--- src/rtl/airi5c_pre_processing.sv ---
// Unpacks and classifies an IEEE-754 binary32 operand; result 2 cycles after load.
// No backpressure: one operand accepted per cycle, ready pulses with each result.
module airi5c_pre_processing (
  input  logic        clk,
  input  logic        n_reset,
  input  logic        kill,
  input  logic        load,
  input  logic [31:0] float_in,
  output logic [23:0] man,
  output logic [9:0]  Exp,
  output logic        sgn,
  output logic        zero,
  output logic        inf,
  output logic        nan,
  output logic        snan,
  output logic        qnan,
  output logic        denormal,
  output logic [9:0]  fclass,
  output logic        ready
);

  typedef struct packed {
    logic [31:0] raw;
    logic        zero;
    logic        inf;
    logic        nan;
    logic        snan;
    logic        qnan;
    logic        denormal;
    logic        normal;
    logic [4:0]  lz;
  } s1_t;

  s1_t         s1_nxt;
  s1_t         s1_dat;
  logic        s1_vld;

  logic [7:0]  in_exp;
  logic [22:0] in_frac;
  logic        exp_zero;
  logic        exp_max;
  logic        frac_zero;
  logic        lz_found;

  assign in_exp    = float_in[30:23];
  assign in_frac   = float_in[22:0];
  assign exp_zero  = (in_exp == 8'd0);
  assign exp_max   = (in_exp == 8'hFF);
  assign frac_zero = (in_frac == 23'd0);

  always_comb begin
    s1_nxt          = '0;
    s1_nxt.raw      = float_in;
    s1_nxt.zero     = exp_zero & frac_zero;
    s1_nxt.denormal = exp_zero & ~frac_zero;
    s1_nxt.normal   = ~exp_zero & ~exp_max;
    s1_nxt.inf      = exp_max & frac_zero;
    s1_nxt.nan      = exp_max & ~frac_zero;
    s1_nxt.snan     = exp_max & ~frac_zero & ~in_frac[22];
    s1_nxt.qnan     = exp_max & in_frac[22];
    // A zero fraction leaves lz at 23; it is only consumed for denormals.
    s1_nxt.lz       = 5'd23;
    lz_found        = 1'b0;
    for (int i = 22; i >= 0; i--) begin
      if (!lz_found && in_frac[i]) begin
        s1_nxt.lz = 5'(22 - i);
        lz_found  = 1'b1;
      end
    end
  end

  logic [23:0] man_nxt;
  logic [9:0]  exp_nxt;
  logic [9:0]  fclass_nxt;
  logic        s1_sgn;
  logic [5:0]  shamt;

  assign s1_sgn = s1_dat.raw[31];
  assign shamt  = {1'b0, s1_dat.lz} + 6'd1;

  always_comb begin
    man_nxt = {1'b1, s1_dat.raw[22:0]};
    exp_nxt = 10'h080;
    if (s1_dat.zero) begin
      man_nxt = 24'd0;
      exp_nxt = 10'h381;
    end else if (s1_dat.denormal) begin
      man_nxt = {1'b0, s1_dat.raw[22:0]} << shamt;
      exp_nxt = 10'h381 - {5'd0, s1_dat.lz};
    end else if (s1_dat.normal) begin
      exp_nxt = {2'b00, s1_dat.raw[30:23]} - 10'd127;
    end
  end

  assign fclass_nxt = {s1_dat.qnan,
                       s1_dat.snan,
                       s1_dat.inf      & ~s1_sgn,
                       s1_dat.normal   & ~s1_sgn,
                       s1_dat.denormal & ~s1_sgn,
                       s1_dat.zero     & ~s1_sgn,
                       s1_dat.zero     &  s1_sgn,
                       s1_dat.denormal &  s1_sgn,
                       s1_dat.normal   &  s1_sgn,
                       s1_dat.inf      &  s1_sgn};

  always_ff @(posedge clk) begin
    if (!n_reset || kill) begin
      s1_vld   <= 1'b0;
      s1_dat   <= '0;
      man      <= '0;
      Exp      <= '0;
      sgn      <= 1'b0;
      zero     <= 1'b0;
      inf      <= 1'b0;
      nan      <= 1'b0;
      snan     <= 1'b0;
      qnan     <= 1'b0;
      denormal <= 1'b0;
      fclass   <= '0;
      ready    <= 1'b0;
    end else begin
      s1_vld <= load;
      if (load) s1_dat <= s1_nxt;
      ready  <= s1_vld;
      if (s1_vld) begin
        man      <= man_nxt;
        Exp      <= exp_nxt;
        sgn      <= s1_sgn;
        zero     <= s1_dat.zero;
        inf      <= s1_dat.inf;
        nan      <= s1_dat.nan;
        snan     <= s1_dat.snan;
        qnan     <= s1_dat.qnan;
        denormal <= s1_dat.denormal;
        fclass   <= fclass_nxt;
      end
    end
  end

endmodule

--- config.mk ---
export PLATFORM = sky130hd
export DESIGN_NAME = airi5c_pre_processing
export DESIGN_NICKNAME = d
export VERILOG_FILES = /design/src/rtl/airi5c_pre_processing.sv
export SDC_FILE = /design/constraint.sdc
export NUM_CORES = 1
export LEC_CHECK = 0
export CAP_MARGIN = 20
export CORE_ASPECT_RATIO = 1.5
export CORE_MARGIN = 2
export CORE_UTILIZATION = 65
export CTS_CLUSTER_DIAMETER = 30
export DETAILED_ROUTE_END_ITERATION = 8
export DONT_BUFFER_PORTS = 1
export MAX_ROUTING_LAYER = met4
export PLACE_DENSITY = 0.85
export REMOVE_ABC_BUFFERS = 1
export SLEW_MARGIN = 15
export SYNTH_ARGS = -nofsm -noshare
export SYNTH_HDL_FRONTEND = slang
export SYNTH_SLANG_ARGS = --single-unit
--- constraint.sdc ---
create_clock -name clk -period 4.1 [get_ports clk]
set_input_delay 0.82 -clock clk [delete_from_list [all_inputs] [get_ports clk]]
set_output_delay 0.82 -clock clk [all_outputs]
set_load 0.05 [all_outputs]
==> impl_metrics.py, run 1 <==
metrics = {
    "cts": {
        "cts.sinks": 94,
        "cts_hold_buf": 0,
        "ctsResizeCount": 0,
        "root_buffer": "clkbuf_16",
        "clkTransAtPathRegs_ns": 0.07,
        "cts-htree-levels": 3,
        "clk_path_buf_depth": 2,
        "postCtsSetupBuffers": 0,
        "clock_latency_ns": 0.35,
        "cts_buffers": 9,
        "cts_tree": "built",
    },
    "synthesis": {
        "yosysTopAreaCell": "dfxtp_1",
        "synth_seq_cells": 94,
        "seq_area_frac_synth": 0.365,
        "netlist_area_mm2": 0.00515,
        "avgSynthCellArea_um2": 8.93,
        "netlist-cell-type-count": 58,
        "synthCells": 577,
        "yosys.area.top_type_share": 0.365,
        "yosysWarnings": 0,
        "synth_area_leaders": "dfxtp_1, mux2i_1, nor2_1",
        "synth_ff_type": "dfxtp_1",
        "async_reset_ff_frac": 0,
        "synth_edf_count": 0,
    },
    "setup_path": {
        "path_class": "reg2reg",
        "end_kind": "flop",
        "rrSetupSlack_ns": 0.78,
        "cp_max_fo": 19,
        "cp_cell_sequence": "ha_1, buf_4, mux2i_1, mux4_2, nor4_1, a211oi_1, a31oi_1",
        "crit_path_max_incr_delay_ns": 0.84,
        "critPathRequiredTime_ns": 4.37,
        "crit_path_start_kind": "flop",
        "crit_arrival_ns": 3.60,
        "cpMaxStageDelayCell": "dfxtp_1",
    },
    "cells_and_area": {
        "fillerInstances": 583,
        "nets": 590,
        "n_antenna_cell": 0,
        "final_area_mm2": 0.00542,
        "final_util": 0.707,
        "layout-drive-gt1-share": 0.103,
        "syn2layout_area_growth_pct": 5.13,
    },
    "die": {
        "start_util": 0.672,
        "io_pins": 88,
        "coreArea_mm2": 0.00766,
        "fp.dieH_um": 113,
        "die-area_mm2": 0.00867,
        "num_rows": 39,
        "die_x_um": 76.7,
    },
    "detailed_routing": {
        "routed_wl_um": 14100,
        "detail_route.wl_per_cell_um": 21.5,
        "num_vias": 4455,
        "drtIter0Drc": 497,
        "firstDrtPassIters": 5,
        "ant_nets": 0,
        "drc": 0,
        "vias_per_cell": 6.78,
    },
    "placed_design": {
        "numPortBuffers": 0,
        "placed_area_mm2": 0.00512,
        "dp_slack_ns": 0.990,
        "dp_hpwl_um": 10200,
        "routabilityCongestion": 0.972,
    },
    "timing": {
        "finalWorstSetupSlack_ns": 0.775,
        "skew_ns": 0.00888,
        "hold_viol": 0,
        "rsz0062_at_grt": "false",
        "holdWs_ns": 0.470,
        "fin_crit_sh": 0.811,
        "final_max_slew_viol_count": 0,
        "setup_violations": 0,
        "fin_tns_setup_ns": 0,
        "worst_slew_pin_slew_ns": 0.985,
        "min_period_ns": 3.32,
        "fmax_mhz": 301,
        "slew_headroom": 0.342,
    },
    "global_route": {
        "grt_antenna_before_repair": 0,
        "grt_max_degree": 71,
        "grt_pass1_vias": 4455,
        "grt_pass1_wl_um": 23000,
        "grt_usage": 0.348,
        "grt-ovfl-total": 0,
    },
    "status": {
        "status": "complete, no violations",
    },
    "power": {
        "power_frac_seq": 0.496,
        "swShare": 0.266,
        "worst_ir_drop_vdd_mv": 0.377,
        "p_leak_nw": 1.90,
        "pwr-share-clk": 0.432,
        "switchingPower_uw": 512,
        "combPwrFrac": 0.072,
        "powerDensity_mw_per_mm2": 356,
        "p_int_mw": 1.42,
    },
    "worst_hold_path": {
        "min_path_type": "reg2reg",
    },
    "job": {
        "maxCapViolCount": 0,
    },
}
==> synth_stat cells (all sizes together) (3+ instances only) <==
library cell and number:
buf 23, a22oi 15, nor2b 6, nor4 6
and2 5, o31ai 3, and3b 3, o22ai 8
o21ai 15, a32oi 3, inv 14, nand2 30
xnor2 5, or3 6, a21oi 43, nand3 15
dfxtp 94, o211ai 5, mux2 14, nand4 5
mux2i 68, nor3 14, nand2b 9, a222oi 10
xor2 6, nor2 79, ha 4, or4 3
a211oi 4, clkbuf 25, mux4 11
==> power by group through the flow <==
stage | Clock (mW) | Sequential, mW | Combinational [mW]
final | 0.834 | 0.957 | 0.139
after global routing | 0.870 | 0.959 | 0.150
after CTS | 0.836 | 0.956 | 0.137
after detailed placement | 0 | 0.977 | 0.136
after global placement | 0 | 0.976 | 0.133
after floorplan | 0 | 0.968 | 0.105
==> per-stage QoR <==
| step | total power [mW] | std cells |
|---|---|---|
| after detailed placement | 1.11 | 641 |
| after CTS | 1.93 | 657 |
| after floorplan | 1.07 | 529 |
| after global routing | 1.98 | 657 |
| final | 1.93 | 657 |
| after global placement | 1.11 | 640 |
==> layer usage <==
layer,wire (um),up-vias,GRT usage,share of wire
met5,0,-,-,0
met1,5150,2131,0.382,0.36
met3,982,58,0.0582,0.070
met2,7170,204,0.572,0.51
met4,815,0,0.241,0.058
li1,-,2062,-,-
==> cells in the final DEF (no fill, tap or decap), types with 3 or more instances in the layout <==
master,instances
nand4_1,5
nor3_1,13
clkbuf_16,9
dfxtp_1,94
o211ai_1,5
xor2_1,5
and3b_1,3
and2_1,5
or4_1,3
mux4_2,11
o21ai_0,13
ha_1,4
a21oi_1,43
nor4_1,6
or3_1,6
mux2i_1,68
inv_1,13
nor2b_1,6
o31ai_1,3
a222oi_1,10
nand3_1,15
nand2_1,30
a211oi_1,4
o22ai_1,8
nor2_1,79
xnor2_1,4
nand2b_1,8
buf_4,9
a22oi_1,15
a32oi_1,3
mux2_2,13
==> registers in the layout, summed over array words and instances, names as in the netlist <==
register    cells
ready           1
s1_dat         42
fclass_nxt      2
s1_vld          1
sgn             1
fclass          9
nan             1
zero            1
inf             1
Exp             9
denormal        1
qnan            1
man            24
==> cells by family (layout without fill, tap and decap cells) <==
kind of cell,Yosys count,after routing,share of synthesized area
mux,93,93,0.212
buf+inv,63,41,0.0583
compound gates,125,125,0.161
xor+xnor,11,11,0.0202
flops,94,94,0.365
fa+ha+maj,4,4,0.00972
simple gates,187,187,0.174
==> critical path: cells and delay by family (launching register included) <==
family                   cells  cell delay [ns]
AO/OA/AOI/OAI                2             0.30
AND/OR/NAND/NOR              1             0.28
buffers and inverters        1             0.36
adder cells (fa/ha/maj)      1             0.78
multiplexers                 2             0.69
flip-flops                   1             0.84
==> worst paths after layout <==
check / from / endpoint / cells after the start
max: s1_dat[0]$_SDFFE_PP0P_ / man[23]$_SDFFE_PP0P_ / 7
min: fclass_nxt[9]$_SDFFE_PP0P_ / fclass_nxt[9]$_SDFFE_PP0P_ / 2
max reg2reg: s1_dat[0]$_SDFFE_PP0P_ / man[23]$_SDFFE_PP0P_ / 7
min reg2reg: fclass_nxt[9]$_SDFFE_PP0P_ / fclass_nxt[9]$_SDFFE_PP0P_ / 2
==> cell type report <==
class                   count  area, um^2  area share
clock buffers               9         225      0.0416
clock inverters             7        72.6      0.0134
inverters                  15        56.3      0.0104
multi-input cells         420        2980       0.550
flip-flops and latches     94        1880       0.348
well taps                 102         128      0.0236
repair buffers             10        72.6      0.0134
Note: power is estimated with default switching activity, not from simulation.
==> run 2, diff against run 1 <==
--- a/config.mk
+++ b/config.mk
@@ -8,12 +8,12 @@
 export CAP_MARGIN = 20
 export CORE_ASPECT_RATIO = 1.5
 export CORE_MARGIN = 2
-export CORE_UTILIZATION = 65
+export CORE_UTILIZATION = 64
 export CTS_CLUSTER_DIAMETER = 30
 export DETAILED_ROUTE_END_ITERATION = 8
 export DONT_BUFFER_PORTS = 1
 export MAX_ROUTING_LAYER = met4
-export PLACE_DENSITY = 0.85
+export PLACE_DENSITY = 0.84
 export REMOVE_ABC_BUFFERS = 1
 export SLEW_MARGIN = 15
 export SYNTH_ARGS = -nofsm -noshare
==> constraint.sdc (replaced) <==
create_clock -name clk -period 3.4 [get_ports clk]
set_input_delay 0.68 -clock clk [delete_from_list [all_inputs] [get_ports clk]]
set_output_delay 0.68 -clock clk [all_outputs]
set_load 0.05 [all_outputs]
==> run 2 against run 1 <==
- fmax up 23%
- highest routed layer unchanged
- utilization down 1.8 points
- flip-flop and latch count unchanged
- clock-buffer cell count up 3
- worst hold slack better by 0.0099 ns
- non-clock buffer count up 4
==> impl_metrics.py, run 2 (synthesized netlist as in run 1, its figures left out) <==
metrics = {
    "setup_path": {
        "crit_arrival_ns": 2.97,
        "cpMaxStageDelayCell": "xor2_2",
        "crit_family": "XOR/XNOR gates",
        "cp_cell_sequence": "ha_1, xor2_2, buf_4, mux4_2, nor2_1, a21oi_1, o21ai_1",
        "path_class": "reg2reg",
        "critPathRequiredTime_ns": 3.67,
        "cp_max_fo": 15,
        "end_kind": "flop",
        "critPathBufInv": 1,
        "crit_path_max_incr_delay_ns": 0.69,
        "crit_path_start_kind": "flop",
    },
    "cells_and_area": {
        "mostFrequentLayoutCell": "dfxtp_1",
        "n_antenna_cell": 0,
        "syn2layout_area_growth_pct": 5.81,
        "final_util": 0.689,
        "largest_reg_flops": 42,
        "final_area_mm2": 0.00545,
        "top_register": "s1_dat",
        "reg_top3": "s1_dat: 42 flops, man: 24 flops",
        "final_cell_mix": "dfxtp_1, nor2_1, mux2i_1, a21oi_1, nand2_1",
        "layout-drive-gt1-share": 0.107,
        "nets": 594,
        "fillerInstances": 667,
        "instances_no_fill": 664,
    },
    "power": {
        "p_leak_nw": 1.93,
        "p_total_mw": 2.30,
        "worst_ir_drop_vdd_mv": 0.395,
        "powerDensity_mw_per_mm2": 422,
    },
    "cts": {
        "clk_path_buf_depth": 2,
        "cts.sinks": 94,
        "cts_hold_buf": 0,
        "cts_tree": "built",
        "ctsResizeCount": 0,
        "root_buffer": "clkbuf_16",
        "cts_buffers": 9,
        "clock_latency_ns": 0.34,
        "cts-htree-levels": 3,
        "postCtsSetupBuffers": 0,
        "clkTransAtPathRegs_ns": 0.06,
    },
    "placed_design": {
        "place_inst": 648,
        "placed_area_mm2": 0.00516,
        "dp_hpwl_um": 10200,
        "dp_slack_ns": 0.733,
        "routabilityCongestion": 1.04,
        "numPortBuffers": 0,
    },
    "timing": {
        "finalWorstSetupSlack_ns": 0.698,
        "slew_headroom": 0.340,
        "final_max_slew_viol_count": 0,
        "holdWs_ns": 0.480,
        "fmax_mhz": 370,
        "min_period_ns": 2.70,
        "fin_tns_setup_ns": 0,
        "rsz0062_at_grt": "false",
        "skew_ns": 0.00498,
        "fin_crit_sh": 0.795,
        "worst_slew_pin_slew_ns": 0.988,
        "setup_violations": 0,
        "hold_viol": 0,
    },
    "global_route": {
        "grt_pass1_wl_um": 22800,
        "grt_antenna_before_repair": 0,
        "grt-ovfl-total": 0,
        "grt_max_degree": 70,
        "grt_usage": 0.341,
        "grt_pass1_vias": 4480,
    },
    "die": {
        "coreArea_mm2": 0.00791,
        "num_rows": 40,
        "fp.dieH_um": 114,
        "die-area_mm2": 0.00880,
        "die_x_um": 77.3,
        "start_util": 0.651,
        "io_pins": 88,
    },
    "worst_hold_path": {
        "min_path_type": "reg2reg",
    },
    "detailed_routing": {
        "routed_wl_um": 14300,
        "detail_route.wl_per_cell_um": 21.5,
        "ant_nets": 0,
        "drc": 0,
        "drtIter0Drc": 518,
        "num_vias": 4481,
        "vias_per_cell": 6.75,
        "firstDrtPassIters": 7,
    },
    "status": {
        "status": "complete, no violations",
    },
    "job": {
        "maxCapViolCount": 0,
    },
}
==> run 2: cell count changes in the layout (fill, tap and decap cells not counted) <==
cell	before	now
buf_12	0	1
buf_4	9	12
clkbuf_1	0	1
clkbuf_8	0	2
clkinv_2	0	1
clkinv_8	1	0
inv_6	2	1
inv_8	2	0
==> run 2: metal layers <==
| metal | up-vias | GRT usage | wire length [um] | share of wire |
|---|---|---|---|---|
| met5 | - | - | 0 | 0 |
| met4 | 0 | 0.202 | 794 | 0.056 |
| met3 | 54 | 0.0847 | 1050 | 0.074 |
| met2 | 218 | 0.566 | 7230 | 0.51 |
| met1 | 2149 | 0.366 | 5180 | 0.36 |
| li1 | 2060 | - | - | - |
==> run 2: path summary, 6_finish.rpt <==
check / start / endpoint / slack (ns) / cells after the start
max reg2reg: s1_dat[1]$_SDFFE_PP0P_ / man[21]$_SDFFE_PP0P_ / 0.70 / 7
max: s1_dat[1]$_SDFFE_PP0P_ / man[21]$_SDFFE_PP0P_ / 0.70 / 7
min: fclass_nxt[9]$_SDFFE_PP0P_ / fclass_nxt[9]$_SDFFE_PP0P_ / 0.48 / 2
min reg2reg: fclass_nxt[9]$_SDFFE_PP0P_ / fclass_nxt[9]$_SDFFE_PP0P_ / 0.48 / 2
==> run 2: tightest hold or removal path: stages (launching register included) <==
cell	delay, ns
dfxtp_1	0.31
nand2b_1	0.06
a21oi_1	0.06
==> run 2: where the power goes <==
| part | internal (mW) | total, mW | switching, mW | leakage (nW) |
|---|---|---|---|---|
| sequential | 1.12 | 1.15 | 0.0333 | 0.761 |
| clock | 0.539 | 0.975 | 0.436 | 0.139 |
| combinational | 0.0769 | 0.175 | 0.0981 | 1.03 |
==> run 2: area by class of cell <==
type / count / area (um^2) / area share
inverters: 15 / 56.3 / 0.0103
repair buffers: 14 / 115 / 0.0211
multi-input cells: 420 / 2980 / 0.547
clock inverters: 4 / 30.0 / 0.00551
well taps: 105 / 131 / 0.0241
clock buffers: 12 / 256 / 0.0471
flip-flops and latches: 94 / 1880 / 0.345
